$ cat src/rtl/cmd_mem_loader.sv
// Purpose: packs a stream of MEM_WIDTH words into MEM_TO_CMD-wide commands and writes them to one selected core's command memory.
// Latency: a command's write strobe comes 1 cycle after its completing word is accepted; done comes with the final write.
// Backpressure: word_ready is high for the whole load, so the stream runs at 1 word/cycle with no stalls; ready is low in IDLE.
// Optional feature: define CMD_LOADER_CHECKSUM_EN to build the running XOR checksum; otherwise checksum is tied to 0.
module cmd_mem_loader #(
    parameter int NUM_CORES      = 2,
    parameter int CORE_SEL_WIDTH = 1,
    parameter int MEM_WIDTH      = 32,
    parameter int MEM_TO_CMD     = 4,
    parameter int CMD_ADDR_WIDTH = 16
) (
    input  logic                            clk,
    input  logic                            reset,
    input  logic                            start,
    input  logic [CORE_SEL_WIDTH-1:0]       core_sel,
    input  logic [CMD_ADDR_WIDTH-1:0]       start_addr,
    input  logic [MEM_WIDTH-1:0]            word_in,
    input  logic                            word_valid,
    input  logic                            word_last,
    output logic                            word_ready,
    output logic [MEM_WIDTH*MEM_TO_CMD-1:0] cmd_write,
    output logic [CMD_ADDR_WIDTH-1:0]       cmd_write_addr,
    output logic [NUM_CORES-1:0]            cmd_write_enable,
    output logic                            busy,
    output logic                            done,
    output logic [CMD_ADDR_WIDTH:0]         cmd_count,
    output logic                            error,
    output logic [MEM_WIDTH-1:0]            checksum
);

    localparam int IDX_W = (MEM_TO_CMD > 1) ? $clog2(MEM_TO_CMD) : 1;

    typedef enum logic {IDLE, LOAD} state_t;

    state_t                                  state_q, state_d;
    logic [MEM_TO_CMD-1:0][MEM_WIDTH-1:0]    asm_buf, asm_next;
    logic [IDX_W-1:0]                        idx_q;
    logic [CORE_SEL_WIDTH-1:0]               core_q;
    logic [CMD_ADDR_WIDTH-1:0]               addr_q;
    logic [NUM_CORES-1:0]                    core_onehot;
    logic                                    start_ok;
    logic                                    accept;
    logic                                    cmd_complete;
    logic                                    addr_at_max;
    logic                                    core_invalid;

    assign word_ready   = (state_q == LOAD);
    assign busy         = (state_q == LOAD);
    assign start_ok     = (state_q == IDLE) && start;
    assign accept       = word_valid && word_ready;
    assign cmd_complete = accept && ((idx_q == IDX_W'(MEM_TO_CMD - 1)) || word_last);
    assign addr_at_max  = &addr_q;
    assign core_onehot  = NUM_CORES'(1) << core_q;
    assign core_invalid = ({1'b0, core_sel} >= (CORE_SEL_WIDTH + 1)'(NUM_CORES));

    // Next state: start opens a load, accepting the last word closes it.
    always_comb begin
        state_d = state_q;
        case (state_q)
            IDLE:    if (start) state_d = LOAD;
            LOAD:    if (accept && word_last) state_d = IDLE;
            default: state_d = IDLE;
        endcase
    end

    // Assembly buffer with the current word dropped into its chunk slot;
    // slots above the index are still zero because the buffer is cleared per command.
    always_comb begin
        asm_next        = asm_buf;
        asm_next[idx_q] = word_in;
    end

    // State register.
    always_ff @(posedge clk) begin
        if (reset) state_q <= IDLE;
        else       state_q <= state_d;
    end

    // Assembly, write register, address/count tracking and sticky error.
    // The write register is separate from asm_buf so assembly of the next
    // command continues in the same cycle its predecessor is written.
    always_ff @(posedge clk) begin
        if (reset) begin
            asm_buf          <= '0;
            idx_q            <= '0;
            core_q           <= '0;
            addr_q           <= '0;
            cmd_write        <= '0;
            cmd_write_addr   <= '0;
            cmd_write_enable <= '0;
            cmd_count        <= '0;
            error            <= 1'b0;
            done             <= 1'b0;
        end else begin
            cmd_write_enable <= '0;
            done             <= 1'b0;
            if (start_ok) begin
                core_q    <= core_sel;
                addr_q    <= start_addr;
                idx_q     <= '0;
                asm_buf   <= '0;
                cmd_count <= '0;
                error     <= core_invalid;
            end else if (accept) begin
                done <= word_last;
                if (cmd_complete) begin
                    idx_q   <= '0;
                    asm_buf <= '0;
                    // Once in error, completed commands are drained silently.
                    if (!error) begin
                        cmd_write        <= asm_next;
                        cmd_write_addr   <= addr_q;
                        cmd_write_enable <= core_onehot;
                        addr_q           <= addr_q + 1'b1;
                        cmd_count        <= cmd_count + 1'b1;
                        // Top address written but the stream continues: nowhere left to put it.
                        if (addr_at_max && !word_last) error <= 1'b1;
                    end
                end else begin
                    idx_q   <= idx_q + 1'b1;
                    asm_buf <= asm_next;
                end
            end
        end
    end

`ifdef CMD_LOADER_CHECKSUM_EN
    // Running XOR of every accepted word of the current load, drained words included.
    always_ff @(posedge clk) begin
        if (reset)         checksum <= '0;
        else if (start_ok) checksum <= '0;
        else if (accept)   checksum <= checksum ^ word_in;
    end
`else
    assign checksum = '0;
`endif

endmodule

$ cat config.mk
export PLATFORM = sky130hd
export DESIGN_NAME = cmd_mem_loader
export DESIGN_NICKNAME = d
export VERILOG_FILES = /design/src/rtl/cmd_mem_loader.sv
export SDC_FILE = /design/constraint.sdc
export NUM_CORES = 1
export LEC_CHECK = 0
export CORE_MARGIN = 2
export CORE_UTILIZATION = 46
export CTS_CLUSTER_SIZE = 16
export DETAILED_ROUTE_END_ITERATION = 10
export PLACE_DENSITY = 0.79
export SYNTH_ARGS = -nofsm -noshare
export SYNTH_HDL_FRONTEND = slang
export SYNTH_SLANG_ARGS = --single-unit
export TNS_END_PERCENT = 30
$ cat constraint.sdc
create_clock -name clk -period 2 [get_ports clk]
set_clock_uncertainty 0.15 [all_clocks]
set_input_delay 0.4 -clock clk [delete_from_list [all_inputs] [get_ports clk]]
set_output_delay 0.4 -clock clk [all_outputs]
set_load 0.05 [all_outputs]
Word-level counts from Yosys, hierarchy flattened
Cells that the tools add are included.
{"block": "word_totals", "latchBits": 0, "elab_cells": 59, "ramBits": 0, "inputBits": 54, "mem_count": 0, "romBits": 0, "regBits": 313}
{"block": "classes", "add_sub_neg": 3, "n_reduce_logical": 18, "shift": 1, "muxes": 14, "bitwise_logic": 5, "order_cmp": 2, "n_eq_ne": 2, "mul": 0, "div": 0}
{"operator": "bitwise mux 128 bit", "n": 1}
{"operator": "two-way mux 128 bit", "n": 1}
{"operator": "demux 32 bit (select 2 bit)", "n": 1}
{"operator": "two-way mux 16 bit", "n": 4}
{"operator": "two-way mux 32 bit", "n": 1}
{"operator": "adder 17 x 1 -> 17 bit, second input constant", "n": 1}
{"operator": "adder 16 x 1 -> 16 bit, second input constant", "n": 1}
{"operator": "AND reduction 16 bit", "n": 1}
{"operator": "logical AND 1 bit", "n": 6}
{"operator": "AND reduction 3 bit", "n": 2}
{"operator": "NOT 1 bit", "n": 5}
{"operator": "OR reduction 5 bit", "n": 1}
{"operator": "two-way mux 1 bit", "n": 4}
{"operator": "AND reduction 4 bit", "n": 1}
{"operator": "nonzero test 2 bit", "n": 2}
{"operator": "< comparator 2 x 3 -> 1 bit, second input constant", "n": 1}
{"operator": "OR reduction 3 bit", "n": 1}
{"operator": "adder 2 x 1 -> 2 bit, second input constant", "n": 1}
{"operator": "equality test 2 bit, second input constant", "n": 1}
{"operator": "greater-or-equal comparator 2 x 1 -> 1 bit, second input constant", "n": 1}
{"operator": "two-way mux 2 bit", "n": 1}
{"operator": "inequality test 2 x 1 -> 1 bit, second input constant", "n": 1}
{"operator": "case mux 1 bit (2 select lines)", "n": 1}
{"operator": "AND reduction 2 bit", "n": 1}
{"operator": "4 further kinds", "n": 4}

Longest topological paths before layout
{"block": "depth", "ltp_word": 6, "mapped_depth": 9}

Least setup slack after synthesis
Ideal clock, no wire load.
{"block": "synth_path", "path_type": "flip-flop to flip-flop", "from": "register cmd_count[3]", "to": "register cmd_count[11]", "t_required_ps": 1789, "stages_incl_launch_ff": 6, "setup_slack_ps": -331, "arrival_time_ps": 2120, "path_cell_list": "dfxtp_1 -> nand4_4 -> or4_1 -> buf_2 -> or4_1 -> nand2_1"}
{"block": "synth_via", "elab_chain_len": 1}
{"item": "start, declared", "line_no": "26", "text": "output logic [CMD_ADDR_WIDTH:0] cmd_count,"}
{"item": "start signal, assigned", "line_no": "115", "text": "cmd_count <= cmd_count + 1'b1;"}
{"item": "adder 17 x 1 -> 17 bit", "line_no": "115"}
No other way between the ends.
A chain may end at the register's enable or synchronous reset.

Worst setup path after layout
{"block": "layout_path", "from": "register idx_q[0]", "to": "register cmd_count[12]"}
{"block": "layout_via", "elab_chain_len": 4}
{"item": "start, declared", "line_no": "37", "text": "logic [IDX_W-1:0] idx_q;"}
{"item": "start signal, assigned", "line_no": "120", "text": "idx_q <= idx_q + 1'b1;"}
{"item": "equality test 2 bit", "line_no": "51", "text": "assign cmd_complete = accept && ((idx_q == IDX_W'(MEM_TO_CMD - 1)) || word_last);"}
{"item": "logical OR 1 bit", "line_no": "51"}
{"item": "logical AND 1 bit", "line_no": "51"}
{"item": "AND reduction 3 bit (no line)"}
No other way between the ends.

==> out/metrics.cfg <==
[worst_setup_path]
crit_chain=ha_4 > buf_4 > o211a_4 > nand4_1 > buf_6 > or4_2 > a21oi_2
startpoint_type=flop
critPathKind=reg -> reg
critPathMaxFanout=7
end_kind=flop
crit_path_max_incr_delay_ps=560
arrival_ps=2320
required_ps=2280
critPathSlowestCell=or4_2

[power]
clockPowerShare_pct=42.8
power.leakage_uw=0.00630
finalPower_uw=14400
swShare_pct=26.0
power.density_nw_per_um2=869
pwr-share-seq_pct=45.1
p_sw_uw=3740
comb_power_share_pct=12.1
intPower_uw=10700
ir_drop_uv=751

[floorplanning]
io_pins=253
floorplan.die.width_um=168
die_h_um=168
core-area_um2=26700
die_area_um2=28400
start_util_pct=46.5
rows=60

[global_routing]
track_usage_pct=24.3
grt_max_degree=135
grt_pass1_wl_um=56000
grt_overflow=0
first_global_vias=10300
antenna_found_initial=0

[clocking]
cts_max_path_buffers=3
clkSinkCount=313
cts_buffers=34
clock_latency_ps=500
hold_buffers=0
h-tree-depth=2
path_clk_slew_ps=60
cts_tree=built
root_buffer=clkbuf_16

[logic_synthesis]
synthFlopType=dfxtp_1
ys_async_sr_fraction_pct=0
synth_largest_area_cell=dfxtp_1
ys_ff_latch=313
netlist_top_cells_area=dfxtp_1, mux2i_1, a211oi_1
synth_top_area_share_pct=50.4
ys_seq_area_share_pct=50.4
syn_avg_cell_area_um2=9.40
synthCells=1323
ys_types=45
netlist_area_um2=12400
yosys_warnings=0
synth_enable_flop_cells=0

[placement]
place_congestion=0.868
io_buffers=220
dp_cells=1864
post-dp-hpwl_um=23500

[sta]
layout_setup_ws_ps=-44.9
rsz0062_at_grt=yes
finalCriticalPeriod_ps=2040
finalHoldViolCount=0
max_slew_margin_pct=55.1
holdWs_ps=117
tns_ps=-56.6
finalMaxSlewViolations=0
min_period_over_period_pct=102
setup_viol=2
fmax_mhz=489
tightest_slew_ps=673

[outcome]
outcome=complete, but fails checks
violations=negative setup slack

[detailed_routing]
num_vias=10900
wl_per_cell_um=18.5
drc_errors=0
detail-route-antenna-nets=0
drt_first_pass_iters=5
drt_wl_total_um=35800
drt_iter0_drc=870
via_per_inst=5.63

[cells_and_area]
nets=1626
syn2layout_area_growth_pct=33.2
drive_gt1_share_pct=23.3
final_cell_count_no_fill=1931
post-route-util_pct=62.0

[min_path]
hold_path.class=in -> reg

[run]
cap_violations=0

-- through the flow --
stage,worst slack (ps),instance area [um2]
2_1_floorplan,-35.5,12600
3_3_place_gp,-566,15300
3_5_place_dp,-596,15300
4_1_cts,-32.4,16400
5_1_grt,-119,16600
6_report,-44.9,16600
-- worst max-delay path, delay by kind of cell, from the launching register on --
kind / cells / cell delay (ps)
AO/OA/AOI/OAI: 2 / 340
adder cells (fa/ha/maj): 1 / 140
buffers and inverters: 2 / 310
flip-flops: 1 / 350
AND/OR/NAND/NOR: 2 / 690
-- synth_stat cells (all sizes together) (2+ instances only) --
cell / count
a21oi: 34
inv: 8
nand3: 10
nor3: 11
o21ai: 7
o311ai: 2
a211oi: 132
nand2b: 2
dfxtp: 313
and3: 38
ha: 6
o31ai: 4
mux2i: 132
nor4: 7
nand4: 10
buf: 51
xnor2: 9
nand2: 60
or4: 10
a22oi: 101
a2bb2oi: 2
o211ai: 6
clkbuf: 99
and4: 4
nor2: 240
a31oi: 7
or3: 7
-- cell type report --
class	count	area, um2
clock inverter	8	93.8
timing repair buffer	326	3030
inverter	8	30.0
antenna	1	2.50
tap	341	427
clock buffer	51	996
sequential	313	6280
multi-input combinational	883	5710
fill	2193	10200
-- path summary, 6_finish.rpt --
check                              start  cells after the start             endpoint  slack [ps]
worst min-delay path               reset                      2            addr_q[8]         120
worst min register to register    core_q                      1  cmd_write_enable[0]         300
worst max register to register  idx_q[0]                      7        cmd_count[12]         -40
worst max-delay path            idx_q[0]                      7        cmd_count[12]         -40
-- power by group through the flow --
stage,Clock [uW],Combinational [uW],Sequential (uW)
4_1_cts,6260,1730,6490
3_3_place_gp,0,1700,6620
3_5_place_dp,0,1720,6630
6_report,6160,1750,6500
5_1_grt,6500,1840,6510
2_1_floorplan,0,668,7010
-- flip-flops by register name (all words and copies together) (netlist names) --
register / count
addr_q: 16
asm_buf: 128
busy: 1
cmd_count: 17
cmd_write: 128
cmd_write_addr: 16
cmd_write_enable: 2
core_q: 1
done: 1
error: 1
idx_q: 2
-- placed cells by master, fill, tap and decap left out, types with 35 or more instances in the layout --
cell,count
nand2_1,60
mux2i_1,132
dfxtp_1,300
clkdlybuf4s50_1,52
buf_4,236
and3_1,35
a211oi_1,129
clkbuf_16,36
a22oi_1,99
nor2_1,237
-- routing by layer --
layer	GRT usage (%)	up-vias	share of wire (%)
li1	-	5183	-
met1	33.9	5261	45
met2	39.9	387	47
met3	3.60	48	6.5
met4	5.43	0	1.6
met5	0	-	0
-- repair_timing --
action | 4_1_cts | 5_1_grt
cloned | 0 | 1
setup buffers | 2 | 4
pin swaps | 7 | 11
endpoints found under the setup margin | 11 | 157
resized for setup | 6 | 17
-- cells by family after synthesis --
family          Yosys count  share of synthesized area, %
buf+inv                 158                          5.98
fa+ha+maj                 6                         0.603
flops                   313                          50.4
compound gates          297                          17.1
other cells               1                        0.0301
simple gates            406                          14.6
mux                     132                          10.6
xor+xnor                 10                         0.704
No activity file was read; power rests on OpenSTA's default activity.
